<file path="config.mk">
export PLATFORM = sky130hd
export DESIGN_NAME = cam_host_ctrl
export DESIGN_NICKNAME = d
export VERILOG_FILES = /design/src/rtl/cam_host_ctrl.sv
export SDC_FILE = /design/constraint.sdc
export NUM_CORES = 1
export LEC_CHECK = 0
export ABC_AREA = 1
export CAP_MARGIN = 20
export CORE_MARGIN = 2
export CORE_UTILIZATION = 53
export DETAILED_ROUTE_END_ITERATION = 7
export PLACE_DENSITY = 0.86
export SYNTH_ARGS = -nofsm -noshare
export SYNTH_HDL_FRONTEND = slang
export SYNTH_SLANG_ARGS = --single-unit
</file>
<file path="constraint.sdc">
create_clock -name clk_i -period 3.92 [get_ports clk_i]
set_clock_uncertainty 0.05 [all_clocks]
set_input_delay 0.588 -clock clk_i [delete_from_list [all_inputs] [get_ports clk_i]]
set_output_delay 0.588 -clock clk_i [all_outputs]
set_load 0.01 [all_outputs]
</file>
<file path="src/rtl/cam_host_ctrl.sv">
// Requester-side CAM controller: one command at a time, fixed-latency result sampling,
// and insert (search, then write on miss at a round-robin slot). Optional stats via CAM_HOST_STATS_EN.
module cam_host_ctrl #(
    parameter int unsigned WIDTH      = 32,
    parameter int unsigned ADDR_WIDTH = 5,
    parameter int unsigned CAM_LAT    = 1
) (
    input  logic                  clk_i,
    input  logic                  rst_i,
    input  logic                  cmd_valid_i,
    output logic                  cmd_ready_o,
    input  logic [1:0]            cmd_op_i,
    input  logic [ADDR_WIDTH-1:0] cmd_index_i,
    input  logic [WIDTH-1:0]      cmd_data_i,
    output logic                  rsp_valid_o,
    input  logic                  rsp_ready_i,
    output logic                  rsp_hit_o,
    output logic [ADDR_WIDTH-1:0] rsp_index_o,
    output logic [WIDTH-1:0]      rsp_data_o,
    output logic                  cam_read_enable_o,
    output logic [ADDR_WIDTH-1:0] cam_read_index_o,
    output logic                  cam_write_enable_o,
    output logic [ADDR_WIDTH-1:0] cam_write_index_o,
    output logic [WIDTH-1:0]      cam_write_data_o,
    output logic                  cam_search_enable_o,
    output logic [WIDTH-1:0]      cam_search_data_o,
    input  logic                  cam_read_valid_i,
    input  logic [WIDTH-1:0]      cam_read_value_i,
    input  logic                  cam_search_valid_i,
    input  logic [ADDR_WIDTH-1:0] cam_search_index_i
`ifdef CAM_HOST_STATS_EN
    ,
    output logic [15:0]           stat_hits_o,
    output logic [15:0]           stat_misses_o
`endif
);

    typedef enum logic [2:0] {S_IDLE, S_ISSUE, S_WAIT, S_INSERT_WR, S_RESP} state_e;
    typedef enum logic [1:0] {OP_READ = 2'b00, OP_WRITE = 2'b01, OP_SEARCH = 2'b10, OP_INSERT = 2'b11} op_e;

    state_e                state_q, state_d;
    op_e                   op_q, op_d;
    logic [ADDR_WIDTH-1:0] idx_q, idx_d;
    logic [WIDTH-1:0]      data_q, data_d;
    logic [1:0]            cnt_q, cnt_d;
    logic [ADDR_WIDTH-1:0] alloc_q, alloc_d;
    logic                  cmd_ready_q, cmd_ready_d;
    logic                  rsp_valid_q, rsp_valid_d;
    logic                  rsp_hit_q, rsp_hit_d;
    logic [ADDR_WIDTH-1:0] rsp_index_q, rsp_index_d;
    logic [WIDTH-1:0]      rsp_data_q, rsp_data_d;
    logic                  rd_en_q, rd_en_d;
    logic [ADDR_WIDTH-1:0] rd_idx_q, rd_idx_d;
    logic                  wr_en_q, wr_en_d;
    logic [ADDR_WIDTH-1:0] wr_idx_q, wr_idx_d;
    logic [WIDTH-1:0]      wr_data_q, wr_data_d;
    logic                  sr_en_q, sr_en_d;
    logic [WIDTH-1:0]      sr_data_q, sr_data_d;
    logic [15:0]           hits_q, hits_d;
    logic [15:0]           misses_q, misses_d;

    always_comb begin
        state_d     = state_q;
        op_d        = op_q;
        idx_d       = idx_q;
        data_d      = data_q;
        cnt_d       = cnt_q;
        alloc_d     = alloc_q;
        cmd_ready_d = cmd_ready_q;
        rsp_valid_d = rsp_valid_q;
        rsp_hit_d   = rsp_hit_q;
        rsp_index_d = rsp_index_q;
        rsp_data_d  = rsp_data_q;
        rd_en_d     = 1'b0;
        rd_idx_d    = rd_idx_q;
        wr_en_d     = 1'b0;
        wr_idx_d    = wr_idx_q;
        wr_data_d   = wr_data_q;
        sr_en_d     = 1'b0;
        sr_data_d   = sr_data_q;
        hits_d      = hits_q;
        misses_d    = misses_q;

        case (state_q)
            S_IDLE: begin
                // Enables are registered on accept so the pulse is high exactly during ISSUE.
                if (cmd_valid_i && cmd_ready_q) begin
                    op_d        = op_e'(cmd_op_i);
                    idx_d       = cmd_index_i;
                    data_d      = cmd_data_i;
                    cmd_ready_d = 1'b0;
                    state_d     = S_ISSUE;
                    case (op_e'(cmd_op_i))
                        OP_READ: begin
                            rd_en_d  = 1'b1;
                            rd_idx_d = cmd_index_i;
                        end
                        OP_WRITE: begin
                            wr_en_d   = 1'b1;
                            wr_idx_d  = cmd_index_i;
                            wr_data_d = cmd_data_i;
                        end
                        default: begin
                            sr_en_d   = 1'b1;
                            sr_data_d = cmd_data_i;
                        end
                    endcase
                end
            end
            S_ISSUE: begin
                cnt_d = '0;
                if (op_q == OP_WRITE) begin
                    rsp_hit_d   = 1'b1;
                    rsp_index_d = idx_q;
                    rsp_data_d  = data_q;
                    rsp_valid_d = 1'b1;
                    state_d     = S_RESP;
                end else begin
                    state_d = S_WAIT;
                end
            end
            S_WAIT: begin
                if (cnt_q == 2'(CAM_LAT - 1)) begin
                    rsp_data_d = data_q;
                    if (op_q == OP_READ) begin
                        rsp_hit_d   = cam_read_valid_i;
                        rsp_data_d  = cam_read_value_i;
                        rsp_index_d = idx_q;
                        rsp_valid_d = 1'b1;
                        state_d     = S_RESP;
                    end else begin
                        if (cam_search_valid_i) begin
                            if (hits_q != '1) hits_d = hits_q + 16'd1;
                        end else begin
                            if (misses_q != '1) misses_d = misses_q + 16'd1;
                        end
                        if (cam_search_valid_i || op_q == OP_SEARCH) begin
                            rsp_hit_d   = cam_search_valid_i;
                            rsp_index_d = cam_search_valid_i ? cam_search_index_i : '0;
                            rsp_valid_d = 1'b1;
                            state_d     = S_RESP;
                        end else begin
                            wr_en_d     = 1'b1;
                            wr_idx_d    = alloc_q;
                            wr_data_d   = data_q;
                            rsp_hit_d   = 1'b0;
                            rsp_index_d = alloc_q;
                            alloc_d     = alloc_q + ADDR_WIDTH'(1);
                            state_d     = S_INSERT_WR;
                        end
                    end
                end else begin
                    cnt_d = cnt_q + 2'd1;
                end
            end
            S_INSERT_WR: begin
                rsp_valid_d = 1'b1;
                state_d     = S_RESP;
            end
            S_RESP: begin
                if (rsp_ready_i) begin
                    rsp_valid_d = 1'b0;
                    cmd_ready_d = 1'b1;
                    state_d     = S_IDLE;
                end
            end
            default: state_d = S_IDLE;
        endcase
    end

    always_ff @(posedge clk_i or negedge rst_i) begin
        if (!rst_i) begin
            state_q     <= S_IDLE;
            op_q        <= OP_READ;
            idx_q       <= '0;
            data_q      <= '0;
            cnt_q       <= '0;
            alloc_q     <= '0;
            cmd_ready_q <= 1'b1;
            rsp_valid_q <= 1'b0;
            rsp_hit_q   <= 1'b0;
            rsp_index_q <= '0;
            rsp_data_q  <= '0;
            rd_en_q     <= 1'b0;
            rd_idx_q    <= '0;
            wr_en_q     <= 1'b0;
            wr_idx_q    <= '0;
            wr_data_q   <= '0;
            sr_en_q     <= 1'b0;
            sr_data_q   <= '0;
            hits_q      <= '0;
            misses_q    <= '0;
        end else begin
            state_q     <= state_d;
            op_q        <= op_d;
            idx_q       <= idx_d;
            data_q      <= data_d;
            cnt_q       <= cnt_d;
            alloc_q     <= alloc_d;
            cmd_ready_q <= cmd_ready_d;
            rsp_valid_q <= rsp_valid_d;
            rsp_hit_q   <= rsp_hit_d;
            rsp_index_q <= rsp_index_d;
            rsp_data_q  <= rsp_data_d;
            rd_en_q     <= rd_en_d;
            rd_idx_q    <= rd_idx_d;
            wr_en_q     <= wr_en_d;
            wr_idx_q    <= wr_idx_d;
            wr_data_q   <= wr_data_d;
            sr_en_q     <= sr_en_d;
            sr_data_q   <= sr_data_d;
            hits_q      <= hits_d;
            misses_q    <= misses_d;
        end
    end

    assign cmd_ready_o         = cmd_ready_q;
    assign rsp_valid_o         = rsp_valid_q;
    assign rsp_hit_o           = rsp_hit_q;
    assign rsp_index_o         = rsp_index_q;
    assign rsp_data_o          = rsp_data_q;
    assign cam_read_enable_o   = rd_en_q;
    assign cam_read_index_o    = rd_idx_q;
    assign cam_write_enable_o  = wr_en_q;
    assign cam_write_index_o   = wr_idx_q;
    assign cam_write_data_o    = wr_data_q;
    assign cam_search_enable_o = sr_en_q;
    assign cam_search_data_o   = sr_data_q;

`ifdef CAM_HOST_STATS_EN
    assign stat_hits_o   = hits_q;
    assign stat_misses_o = misses_q;
`else
    logic unused_stats;
    assign unused_stats = ^{hits_q, misses_q};
`endif

endmodule

</file>
==> results.json, run 1 <==
{
  "antenna_found_initial": 0,
  "cts_max_path_buffers": 2,
  "final_slew_violations": 0,
  "synthesis.yosys.warnings": 0,
  "placeableCoreArea_um2": 13800,
  "status": "finished, final reports clean",
  "worstReg2RegEnd": "rsp_hit_o$_DFFE_PN0P_",
  "synth.avg_cell_area_um2": 8.16,
  "post_synth_and_or_nand_nor_area_fraction": 0.281,
  "synth_top_family_by_area": "simple AND/OR/NAND/NOR gates",
  "viasPerCell": 5.40,
  "worst_slew_margin_rel": 0.355,
  "portBuffers": 198,
  "dp_hpwl_mm": 13.1,
  "seqCellArea_um2": 4160,
  "tritoncts.num_buffers": 17,
  "post_route_cells_drive_above_1_share": 0.0561,
  "cts_hold_buffers": 0,
  "clkLatencyLatePin_ns": 0.42,
  "commonest_non_fill_non_tap_cells_in_the_layout": "sky130_fd_sc_hd__nand2_1, sky130_fd_sc_hd__clkdlybuf4s50_1, sky130_fd_sc_hd__dfrtp_1",
  "mostFrequentLayoutCell": "sky130_fd_sc_hd__nand2_1",
  "grt_pass1_vias": 6827,
  "postSynthCellCount": 917,
  "static-leakage-power_uw": 0.00503,
  "synthDominantAreaCellType": "sky130_fd_sc_hd__dfrtp_1",
  "finalCritPeriodShare": 0.591,
  "post_synth_fa_ha_maj_area_fraction": 0.00334,
  "timing.critical_path.arrival_ns": 2.58,
  "synth_area_leaders": "sky130_fd_sc_hd__dfrtp_1, sky130_fd_sc_hd__nand2_1, sky130_fd_sc_hd__o21ai_0",
  "post_drt_wl_per_cell_um": 16.4,
  "fillers": 1030,
  "row_count": 43,
  "setup_tns_ns": 0,
  "num_antenna_cells": 0,
  "grt.overflow.total": 0,
  "start_util": 0.541,
  "crit-reg2reg-launch": "state_q[2]$_DFFE_PN0P_",
  "cts.repair.resized": 0,
  "achievable-frequency_mhz": 432,
  "area_growth_syn_to_layout_pct": 34.9,
  "syn_nets": 1001,
  "grt_util_all_layers": 0.289,
  "timing.hold.ws_ns": 0.194,
  "io_pins": 199,
  "cts_htree_levels": 4,
  "residual_drc_count": 0,
  "drv_cap": 0,
  "synthDistinctLibCells": 28,
  "drt_iter0_drc": 666,
  "cts_setup_buffers": 0,
  "setup.reg_to_reg.worst_slack_ns": 1.61,
  "power.density_nw_per_um2": 786,
  "place.gp.congestion": 0.843,
  "multi_input_area_um2": 2800,
  "chipWidth_um": 123,
  "postRouteWirelength_mm": 21.1,
  "synth-xor-area-share": 0.00351,
  "nNetsFinal": 1176,
  "worstHoldPathType": "in -> async",
  "worstMarginPinSlew_ns": 0.968,
  "ys_seq_area_frac": 0.555,
  "clkTransAtPathRegs_ns": 0.06,
  "compound_gate_portion_of_the_synthesized_area": 0.0836,
  "design.die.area_um2": 15100,
  "path_class": "reg -> reg",
  "clockRootBuffer": "sky130_fd_sc_hd__clkbuf_16",
  "mappedNetlistArea_um2": 7480,
  "grt_start_max_net_pins": 100,
  "route.antenna.remaining_nets": 0,
  "critical_path.startpoint_type": "flop",
  "vdd.ir_drop.worst_mv": 0.384,
  "timing_hold_violations_final": 0,
  "mux_cell_area_share_after_synthesis": 0,
  "worstRegToRegCells": 5,
  "type_of_destination_of_the_critical_path": "flop",
  "min_period_ns": 2.31,
  "die-height_um": 123,
  "wire_length_of_the_first_global_routing_pass_mm": 33.5,
  "worstPathMaxFanout": 39,
  "total_number_of_vias": 6937,
  "report.final.setup_viol": 0,
  "ys_seq_elements": 166,
  "tritoncts": "yes",
  "critical_path_required_ns": 4.18,
  "setup_repair_after_global_routing_missed_its_margin": "no",
  "tritoncts_num_sinks": 166,
  "synth_top_area_frac": 0.552,
  "drt_pre_antenna_iters": 5
}
-- final cells by class --
| class | count | share of cell area |
|---|---|---|
| Timing Repair Buffer | 208 | 0.205 |
| Clock buffer | 24 | 0.0487 |
| Sequential cell | 166 | 0.412 |
| Multi-Input combinational cell | 636 | 0.277 |
| Tap cell | 180 | 0.0223 |
| Clock inverter | 8 | 0.0119 |
| Inverter | 63 | 0.0234 |
-- through the flow --
stage | instances | total power, uW | util | worst slack [ns] | area (um^2)
2_1_floorplan | 917 | 4620 | - | 2.36 | 7480
3_5_place_dp | 1252 | 6180 | 0.684 | 1.27 | 9460
3_3_place_gp | 1252 | 6050 | 0.684 | 1.35 | 9460
4_1_cts | 1284 | 7950 | 0.729 | 1.58 | 10100
5_1_grt | 1285 | 8460 | 0.730 | 1.38 | 10100
6_report | 1285 | 7930 | 0.730 | 1.61 | 10100
-- power breakdown --
| part | internal (uW) | switching, uW | leakage, uW |
|---|---|---|---|
| clock | 1070 | 654 | 0.000296 |
| sequential | 2460 | 523 | 0.00210 |
| combinational | 1510 | 1710 | 0.00263 |
-- cell families after synthesis --
group           Yosys count
compound gates          125
flops                   166
buf+inv                 115
xor+xnor                  3
simple gates            506
fa+ha+maj                 2
-- how the worst max path moves through the flow --
stage                                      start                                end  slack (ns)  cells past startpoint
after floorplan                      cmd_valid_i   cam_write_data_o[10]$_DFFE_PN0P_        2.36                      9
after global placement        cam_search_valid_i    cam_write_data_o[7]$_DFFE_PN0P_        1.35                      8
after detailed placement             cmd_valid_i  cam_search_data_o[16]$_DFFE_PN0P_        1.27                      7
after CTS                 state_q[2]$_DFFE_PN0P_              rsp_hit_o$_DFFE_PN0P_        1.58                      5
after global routing        cnt_q[0]$_DFFE_PN0P_              rsp_hit_o$_DFFE_PN0P_        1.38                      6
final                     state_q[2]$_DFFE_PN0P_              rsp_hit_o$_DFFE_PN0P_        1.61                      5
-- layer usage --
metal	wire [um]	track usage
met4	571	0.135
met5	0	0
met2	10500	0.475
met1	8500	0.366
met3	1530	0.0637
-- synth_stat cells (all sizes together) --
cell type / n
nor2: 16
nand3: 95
xnor2: 1
xor2: 2
inv: 63
a21oi: 5
nand2: 387
dfstp: 1
nor3: 2
or2: 5
dfrtp: 165
buf: 35
o21ai: 120
ha: 2
clkbuf: 17
nor4: 1
-- registers in the layout (all words and copies together) (netlist names), 5 cells and up --
name,count
data_q,32
cam_search_data_o,32
cam_write_data_o,32
rsp_data_o,32
alloc_q,5
rsp_index_o,5
idx_q,5
cam_read_index_o,5
cam_write_index_o,5
-- worst max-delay path: stages, from the launching register on --
cell	delay, ns
sky130_fd_sc_hd__dfrtp_1	0.45
sky130_fd_sc_hd__inv_1	0.18
sky130_fd_sc_hd__nand3_1	0.21
sky130_fd_sc_hd__nand2_1	0.15
sky130_fd_sc_hd__nand3_2	0.71
sky130_fd_sc_hd__o21ai_0	0.46
No activity file was read; power rests on OpenSTA's default activity.
==> inputs of run 2 (changes only) <==
--- a/config.mk
+++ b/config.mk
@@ -8,9 +8,9 @@
 export ABC_AREA = 1
 export CAP_MARGIN = 20
 export CORE_MARGIN = 2
-export CORE_UTILIZATION = 53
+export CORE_UTILIZATION = 44
 export DETAILED_ROUTE_END_ITERATION = 7
-export PLACE_DENSITY = 0.86
+export PLACE_DENSITY = 0.77
 export SYNTH_ARGS = -nofsm -noshare
 export SYNTH_HDL_FRONTEND = slang
 export SYNTH_SLANG_ARGS = --single-unit
==> constraint.sdc (replaced) <==
create_clock -name clk_i -period 1.89 [get_ports clk_i]
set_clock_uncertainty 0.05 [all_clocks]
set_input_delay 0.2835 -clock clk_i [delete_from_list [all_inputs] [get_ports clk_i]]
set_output_delay 0.2835 -clock clk_i [all_outputs]
set_load 0.01 [all_outputs]
==> run 2 against run 1 <==
  * Total power grew 110%
  * Critical endpoint is now cmd_ready_o
  * Flip-flop and latch count is the same
  * Clock power grew 98%
  * Setup slack lost 1.5 ns
  * Worst hold slack gained 0.12 ns
  * Non-clock buffer count grew 22
  * Critical path depth shrank 4
  * Wire length shrank 2.0%
==> results.json, run 2 (synthesis results as in run 1) <==
{
  "status": "finished, final reports clean",
  "timing.hold.ws_ns": 0.318,
  "vdd.ir_drop.worst_mv": 0.744,
  "finalPower_uw": 16500,
  "placedInstanceArea_um2": 9790,
  "tritoncts": "yes",
  "clockRootBuffer": "sky130_fd_sc_hd__clkbuf_16",
  "area_growth_syn_to_layout_pct": 38.8,
  "worstPathBufferInverterCount": 1,
  "place.gp.congestion": 0.814,
  "die-height_um": 134,
  "postLayoutSetupSlackWorst_ns": 0.0871,
  "total_number_of_vias": 6723,
  "cp-startpoint": "cmd_ready_o$_DFFE_PN1P_",
  "setup_repair_after_global_routing_missed_its_margin": "no",
  "io_pins": 199,
  "crit_chain": "clkdlybuf4s50_1",
  "worstPathMaxFanout": 3,
  "mostFrequentLayoutCell": "sky130_fd_sc_hd__nand2_1",
  "design_area_um2": 10400,
  "multi_input_area_um2": 2800,
  "viasPerCell": 4.99,
  "tritoncts_num_sinks": 166,
  "num_antenna_cells": 0,
  "route.antenna.remaining_nets": 0,
  "critical_path.startpoint_type": "flop",
  "setup_tns_ns": 0,
  "timing.critical_path.slowest_cell_delay_ns": 0.53,
  "timing_hold_violations_final": 0,
  "dp_hpwl_mm": 14.4,
  "nNetsFinal": 1198,
  "post_route_cells_drive_above_1_share": 0.0754,
  "min_period_ns": 1.80,
  "finalCritPeriodShare": 0.954,
  "cp_slowest_cell": "sky130_fd_sc_hd__dfstp_2",
  "critical_path_cell_count": 1,
  "path_class": "reg -> out",
  "cts_setup_buffers": 0,
  "grt_start_max_net_pins": 54,
  "type_of_destination_of_the_critical_path": "primary output",
  "start_util": 0.451,
  "crit-reg2reg-launch": "state_q[0]$_DFFE_PN0P_",
  "wire_length_of_the_first_global_routing_pass_mm": 33.8,
  "power.density_nw_per_um2": 1590,
  "static-leakage-power_uw": 0.00515,
  "row_count": 47,
  "wl_met1_mm": 8.91,
  "post_drt_wl_per_cell_um": 15.3,
  "drt_pre_antenna_iters": 5,
  "antenna_found_initial": 0,
  "worst_slew_margin_rel": 0.670,
  "achievable-frequency_mhz": 555,
  "chipWidth_um": 134,
  "seqCellArea_um2": 4160,
  "clkLatencyLatePin_ns": 0.42,
  "cp_top_family": "flip-flops",
  "portBuffers": 198,
  "fillers": 1413,
  "routed-wl-met3_mm": 1.30,
  "worstMarginPinSlew_ns": 0.496,
  "design.die.area_um2": 18100,
  "wl_met2_mm": 10.0,
  "topRoutingLayerUsed": "met4",
  "cts_htree_levels": 4,
  "timing.critical_path.arrival_ns": 1.47,
  "final_slew_violations": 0,
  "report.final.setup_viol": 0,
  "drt_iter0_drc": 439,
  "cts_max_path_buffers": 2,
  "tritoncts.num_buffers": 17,
  "critical_path.endpoint": "cmd_ready_o",
  "grt.overflow.total": 0,
  "pre_cts_ws_ns": 0.0588,
  "residual_drc_count": 0,
  "drv_cap": 0,
  "placeableCoreArea_um2": 16600,
  "worstReg2RegEnd": "rsp_index_o[1]$_DFFE_PN0P_",
  "critical_path_required_ns": 1.56,
  "worstRegToRegCells": 8,
  "grt_pass1_vias": 6656,
  "grt_util_all_layers": 0.236,
  "setup.reg_to_reg.worst_slack_ns": 0.16,
  "postRouteWirelength_mm": 20.6,
  "commonest_non_fill_non_tap_cells_in_the_layout": "sky130_fd_sc_hd__nand2_1, sky130_fd_sc_hd__clkdlybuf4s50_1, sky130_fd_sc_hd__dfrtp_1",
  "worstHoldPathType": "in -> async",
  "clkTransAtPathRegs_ns": 0.07
}
[run 2: changes by cell type in the layout (fill, tap and decap cells not counted), moves of 2 or more]
cell / delta
sky130_fd_sc_hd__buf_4: +13
sky130_fd_sc_hd__bufinv_16: -2
sky130_fd_sc_hd__buf_12: +8
sky130_fd_sc_hd__clkinv_2: -2
sky130_fd_sc_hd__clkinv_4: +4
[run 2: routing by layer]
metal	vias to the layer above	global-route usage
li1	3295	-
met1	3165	0.305
met2	236	0.390
met3	27	0.0578
met4	0	0.0825
met5	-	0
[run 2: how the worst min path moves through the flow]
stage	end	cells after the start	slack, ns	startpoint
3_5_place_dp	rsp_data_o[25]$_DFFE_PN0P_	1	0.22	rst_i
6_report	rsp_data_o[25]$_DFFE_PN0P_	2	0.32	rst_i
4_1_cts	rsp_data_o[25]$_DFFE_PN0P_	2	0.33	rst_i
2_1_floorplan	alloc_q[0]$_DFFE_PN0P_	0	-0.06	rst_i
5_1_grt	rsp_data_o[29]$_DFFE_PN0P_	2	0.36	rst_i
3_3_place_gp	rsp_data_o[25]$_DFFE_PN0P_	1	0.22	rst_i
[run 2: what timing repair did]
action                                  CTS  global route
gates resized for setup                   0             1
hold endpoints to repair                 45             0
endpoints found under the setup margin    0             3
hold buffers                              1             0
[run 2: layout make-up]
cell class,instances,share of cell area
Tap cell,220,0.0265
Inverter,63,0.0228
Clock buffer,23,0.0470
Sequential cell,166,0.400
Clock inverter,9,0.00904
Multi-Input combinational cell,636,0.269
Timing Repair Buffer,230,0.225
[run 2: through the flow]
step            util  instances
6_report       0.626       1347
5_1_grt        0.626       1347
4_1_cts        0.626       1347
3_5_place_dp   0.590       1314
3_3_place_gp   0.590       1314
2_1_floorplan      -        917
[run 2: report_power, final]
part	switching, uW	internal (uW)
combinational	3560	3380
sequential	1020	5110
clock	1450	1970
